===== src/rtl/reg_write_arbiter.sv =====
// Arbitrated single write port in front of a shared WIDTH-bit state register.
// Define REG_WRITE_ARB_RR_EN for round-robin arbitration; fixed priority (lowest index) otherwise.
module reg_write_arbiter #(
    parameter int NREQ      = 4,
    parameter int WIDTH     = 8,
    parameter int MAX_BURST = 4
) (
    input  logic                  CLK,
    input  logic                  RST,
    input  logic                  CLR,
    input  logic [NREQ-1:0]       REQ,
    input  logic [NREQ-1:0]       LOCK,
    input  logic [NREQ*WIDTH-1:0] DIN,
    output logic [NREQ-1:0]       GNT,
    output logic [NREQ-1:0]       ACK,
    output logic                  WE,
    output logic [WIDTH-1:0]      Q,
    output logic                  BUSY
);

    localparam int IDXW = $clog2(NREQ);
    localparam int BW   = $clog2(MAX_BURST) + 1;

    typedef enum logic {IDLE, WRITE} state_t;

    state_t           state_q, state_d;
    logic [IDXW-1:0]  sel_q, sel_d;
    logic [NREQ-1:0]  gnt_q, gnt_d;
    logic [NREQ-1:0]  ack_q, ack_d;
    logic             we_q, we_d;
    logic [WIDTH-1:0] q_q, q_d;
    logic [BW-1:0]    burst_q, burst_d;
    logic [IDXW-1:0]  win;
    logic [IDXW-1:0]  cand;
    logic             found;
    int               idx;

    logic [WIDTH-1:0] din_arr [NREQ];

    for (genvar gi = 0; gi < NREQ; gi++) begin : g_din
        assign din_arr[gi] = DIN[gi*WIDTH +: WIDTH];
    end

`ifdef REG_WRITE_ARB_RR_EN
    logic [IDXW-1:0] ptr_q, ptr_d;
`endif

    // Winner search: upward from the pointer with wrap (RR) or from index 0.
    always_comb begin
        win   = '0;
        cand  = '0;
        found = 1'b0;
        idx   = 0;
        for (int off = 0; off < NREQ; off++) begin
`ifdef REG_WRITE_ARB_RR_EN
            idx = (int'(ptr_q) + off) % NREQ;
`else
            idx = off;
`endif
            cand = IDXW'(idx);
            if (!found && REQ[cand]) begin
                found = 1'b1;
                win   = cand;
            end
        end
    end

    always_comb begin
        state_d = state_q;
        sel_d   = sel_q;
        gnt_d   = gnt_q;
        ack_d   = '0;
        we_d    = 1'b0;
        q_d     = q_q;
        burst_d = burst_q;
`ifdef REG_WRITE_ARB_RR_EN
        ptr_d   = ptr_q;
`endif
        if (CLR) begin
            // Abort any grant without ACK; the RR pointer is left alone.
            state_d = IDLE;
            gnt_d   = '0;
            q_d     = '0;
            burst_d = '0;
        end else begin
            case (state_q)
                IDLE: begin
                    if (found) begin
                        sel_d   = win;
                        gnt_d   = NREQ'(1) << win;
                        state_d = WRITE;
                    end
                end
                WRITE: begin
                    q_d   = din_arr[sel_q];
                    we_d  = 1'b1;
                    ack_d = gnt_q;
                    if (LOCK[sel_q] && REQ[sel_q] && burst_q < BW'(MAX_BURST - 1)) begin
                        burst_d = burst_q + 1'b1;
                    end else begin
                        burst_d = '0;
                        gnt_d   = '0;
                        state_d = IDLE;
`ifdef REG_WRITE_ARB_RR_EN
                        ptr_d   = (sel_q == IDXW'(NREQ - 1)) ? '0 : sel_q + 1'b1;
`endif
                    end
                end
                default: state_d = IDLE;
            endcase
        end
    end

    always_ff @(posedge CLK or negedge RST) begin
        if (!RST) begin
            state_q <= IDLE;
            sel_q   <= '0;
            gnt_q   <= '0;
            ack_q   <= '0;
            we_q    <= 1'b0;
            q_q     <= '0;
            burst_q <= '0;
`ifdef REG_WRITE_ARB_RR_EN
            ptr_q   <= '0;
`endif
        end else begin
            state_q <= state_d;
            sel_q   <= sel_d;
            gnt_q   <= gnt_d;
            ack_q   <= ack_d;
            we_q    <= we_d;
            q_q     <= q_d;
            burst_q <= burst_d;
`ifdef REG_WRITE_ARB_RR_EN
            ptr_q   <= ptr_d;
`endif
        end
    end

    assign GNT  = gnt_q;
    assign ACK  = ack_q;
    assign WE   = we_q;
    assign Q    = q_q;
    assign BUSY = (state_q == WRITE);

endmodule

===== config.mk =====
export PLATFORM = sky130hd
export DESIGN_NAME = reg_write_arbiter
export DESIGN_NICKNAME = d
export VERILOG_FILES = /design/src/rtl/reg_write_arbiter.sv
export SDC_FILE = /design/constraint.sdc
export NUM_CORES = 1
export LEC_CHECK = 0
export CORE_AREA = 2 2 61 63
export DETAILED_ROUTE_END_ITERATION = 7
export DIE_AREA = 0 0 63 65
export PLACE_DENSITY = 0.7
export REMOVE_ABC_BUFFERS = 1
export SYNTH_ARGS = -nofsm -noshare
export SYNTH_HDL_FRONTEND = slang
export SYNTH_SLANG_ARGS = --single-unit

===== constraint.sdc =====
create_clock -name CLK -period 1.85 [get_ports CLK]
set_input_delay 0.37 -clock CLK [delete_from_list [all_inputs] [get_ports CLK]]
set_output_delay 0.37 -clock CLK [all_outputs]
set_load 0.01 [all_outputs]

# Word-level counts from Yosys, hierarchy flattened
# Cells that the tools add are included.
# W data, S select, Z words.
# totals
ff_bits	23
input_bits	43
out_inout_bits	18
wordCells	59
# classes
addsub	1
magnitude_cmp	3
eq_ne	2
n_shift	1
mux	31
n_bitwise	3
reduce_logical	11
# op_table
op	count
$mux W8	4
$mux W4	5
$bmux W8 S2	1
$mux W1	12
$mux W3	3
$pmux W4 S2	1
$ne A3 B3 Y1 const B	2
$logic_and A1 B1 Y1	5
$bmux W1 S2	2
$mux W2	2
$shl A1 B2 Y4 const A	1
$add A3 B1 Y3 const B	1
$ge A3 B3 Y1 const B	1
$logic_not A1 Y1	3
$lt A2 B3 Y1 const B	1
$lt A3 B2 Y1 const B	1
$not A2 Y3	1
$reduce_and A3 Y1	1
$not A1 Y1	2
$pmux W1 S2	1
$reduce_and A2 Y1	1
$reduce_bool A2 Y1	1

# Logic depth before layout (Yosys ltp)
# depth
depth_word	14
depth_mapped	5
mapped_depth_nobuf	4

# Least setup slack after synthesis
# No wires, ideal clock.
# synth_path
kind	input to register
startpoint	input REQ[1]
endpoint	register gnt_q[0] (netlist: GNT[0])
setup_ns	0.066
arrival_time_ns	1.453
required_time_ns	1.784
slack_ns	0.331
cell_stages	5
path_buffers	1
path_cell_list	buf_4 -> nand2_1 -> mux4_2 -> nor3_4 -> a221o_1
# synth_via
elab_chain_len	12
elab_cells_between_ends	22
classes_between	eq/ne (2); shift (1); mux (11); reduce/logical (8)
# synth_lines
element	line	source
from (decl)	11	input logic [NREQ-1:0] REQ,
$logic_and A1 B1 Y1	61	if (!found && REQ[cand]) begin
$mux W1	61	
$logic_not A1 Y1	61	
$logic_and A1 B1 Y1	61	
$mux W1	61	
$logic_not A1 Y1	61	
$logic_and A1 B1 Y1	61	
$mux W2	61	
$shl A1 B2 Y4	90	gnt_d = NREQ'(1) << win;
$mux W4	88	if (found) begin
$pmux W4 S2	86	case (state_q)
$mux W4	79	if (CLR) begin
to (signal assigned)	129	gnt_q <= gnt_d;
to (decl)	28	logic [NREQ-1:0] gnt_q, gnt_d;
# Parallel ways exist; a longest one is shown, timed or not. The select of a mux whose other input is x is not followed.
# A chain may end at the register's enable or synchronous reset.

# Worst setup path after layout
# layout_path
startpoint	register gnt_q[0] (netlist: GNT[0])
endpoint	output GNT[0]
# layout_rtl
element	line	source
to (decl)	14	output logic [NREQ-1:0] GNT,
# No word-level cell between the ends.

==> results.json <==
{
  "busiest_layer": "met2",
  "drc": 0,
  "grt_pass1_wl_um": 5020,
  "cts_num_sinks": 23,
  "syn_inst": 91,
  "drv_slew": 0,
  "yosysWarnings": 0,
  "worst_pin_slew_ns": 0.292,
  "cts_made_buffers": 3,
  "cts.repair.resized": 0,
  "hold_buffers": 0,
  "crit_family": "buffers and inverters",
  "crit_path_top_delay_cell": "clkdlybuf4s50_1",
  "intPower_uw": 923,
  "track_usage_pct": 15.7,
  "synthArstFlopShare_pct": 100,
  "drive_gt1_share_pct": 17.0,
  "finalCritPeriodShare_pct": 90.2,
  "rows": 22,
  "grt_pass1_vias": 1054,
  "dieArea_um2": 4100,
  "core_area_um2": 3500,
  "fmax_mhz": 600,
  "multi_input_area_um2": 541,
  "synthTopCellsByCount": "dfrtp_1 (23), a22o_1 (10), mux4_2 (9)",
  "ys_ff_latch": 23,
  "cts_tree": "yes",
  "total_power_uw": 1270,
  "syn2layout_area_growth_pct": 62.3,
  "fin_worst_skew_ns": 0.00434,
  "start_util_pct": 33.4,
  "synth_edf_count": 0,
  "status": "finished clean",
  "cp-end-kind": "output pin",
  "wl_per_cell_um": 14.4,
  "rsz0062_at_grt": "no",
  "power_leakage_uw": 0.000810,
  "hp-class": "in2async",
  "ys.flop_type": "dfrtp_1",
  "clock-root-buffer": "clkbuf_4",
  "nNetsFinal": 204,
  "vias": 1028,
  "crit_fanout": 4,
  "use_met3_pct": 2.26,
  "p_per_area_nw_per_um2": 669,
  "num_io_pins": 61,
  "dr.pass1.iters": 4,
  "die_y_um": 65,
  "arrival_ns": 1.30,
  "h-tree-depth": 1,
  "slew-limit-headroom_pct": 80.5,
  "synth_top_area_cell": "dfrtp_1",
  "clk_pin_slew_ns": 0.12,
  "synth-seq-area-share_pct": 49.4,
  "clk_path_buf_depth": 2,
  "critPathRequiredTime_ns": 1.48,
  "antenna_left": 0,
  "overflow": 0,
  "slowest_delay_ns": 0.57,
  "port_buffers": 60,
  "yosysMostFrequentCell": "dfrtp_1",
  "syn_avg_cell_area_um2": 12.8,
  "initialDrtViolationCount": 34,
  "crit_path_cell_trace": "clkdlybuf4s50_1",
  "critPathBufInv": 1,
  "diodes": 0,
  "hold_viol": 0,
  "reg2reg_setup_slack_ns": 0.35,
  "netlist.area_leader.share_pct": 49.4,
  "cp-start-kind": "flip-flop",
  "irDropWorstVdd_mv": 0.298,
  "setup_viol": 0,
  "post-cts-setup-buffers": 0,
  "hpwlAfterDp_um": 2430,
  "p_sw_share_pct": 27.2,
  "min_period_ns": 1.67,
  "seq_area_um2": 576,
  "synth_cell_types": 29,
  "combPwrFrac_pct": 36.1,
  "grtUsageMet2_pct": 28.2,
  "grt_max_degree": 24,
  "antenna_found_initial": 0,
  "fin_setup_tns_ns": 0,
  "seqPwrFrac_pct": 45.7,
  "clk_latency_ns": 0.31,
  "use_met1_pct": 19.0,
  "place_congestion": 0.743,
  "clkPwrFrac_pct": 18.2,
  "synth_area_leaders": "dfrtp_1 (49%), mux4_2 (17%), a22o_1 (7.5%)",
  "die_w_um": 63,
  "via_per_inst": 4.97,
  "wl_um": 2980,
  "critical_path_class": "reg2out",
  "fillers": 326,
  "switching_power_uw": 345,
  "max-cap-violations": 0,
  "syn_area_um2": 1170
}
==> final cells by class <==
class,count,area share [%]
timing repair buffer,71,36.1
tap,48,3.17
inverter,2,0.397
multi-input combinational,59,28.6
sequential,23,30.4
clock buffer,4,1.39
==> layout by cell type, fill, tap and decap left out, drive strengths merged <==
cell type,n
a21bo,2
a21o,1
a21oi,2
a221o,1
a22o,10
and2,4
and2b,1
and4,1
buf,11
clkbuf,4
clkdlybuf4s50,60
dfrtp,23
ha,1
inv,2
mux4,9
nand2,7
nor2,6
nor2b,1
nor3,3
nor4,2
o21a,1
o21ai,3
o21bai,1
o22a,1
o32ai,1
or2,1
==> power by group through the flow <==
stage                     Sequential, µW  Combinational (µW)  Clock [µW]
final                                579                 458         231
after global routing                 586                 497         259
after CTS                            580                 465         241
after detailed placement             590                 464           0
after global placement               589                 455           0
after floorplan                      628                 167           0
==> state kept, by name, indices dropped and copies added, names as in the netlist <==
name / cells
BUSY: 1
GNT: 4
WE: 1
Q: 8
sel_q: 2
ACK: 4
burst_q: 3
==> kinds of logic after synthesis <==
logic type	count (synthesis)	share of synthesized area, %
AOI/OAI and AO/OA	23	15.8
adders and majority gates	1	1.07
buffers and inverters	9	4.29
DFF	23	49.4
muxes	9	17.4
and+or+nand+nor	26	12.1
==> routing by layer <==
metal / share of wire [%] / vias up
met2: 53 / 42
li1: - / 482
met3: 7.1 / 2
met1: 39 / 502
met4: 0.84 / 0
met5: 0 / -
==> final timing paths <==
kind,startpoint,to,depth (start not counted)
max in group asynchronous,RST,Q[3]$_DFFE_PN0N_,2
min reg2reg,Q[5]$_DFFE_PN0N_,Q[5]$_DFFE_PN0N_,1
max,GNT[0]$_DFFE_PN0P_,GNT[0],1
min in group CLK,Q[5]$_DFFE_PN0N_,Q[5]$_DFFE_PN0N_,1
min,RST,ACK[2]$_DFF_PN0_,2
max reg2reg,sel_q[1]$_DFFE_PN0P_,burst_q[2]$_DFFE_PN0N_,3
==> through the flow <==
stage	setup slack (ns)	hold slack, ns	cells	cell area (µm²)	utilization, %
3_5_place_dp	-0.160	0.490	203	1870	53.4
6_report	0.182	0.392	207	1890	54.2
3_3_place_gp	-0.119	0.490	203	1870	53.4
4_1_cts	0.170	0.397	207	1890	54.2
2_1_floorplan	0.263	0.0744	84	1120	-
5_1_grt	0.0937	0.419	207	1890	54.2
Note: power is estimated with default switching activity, not from simulation.
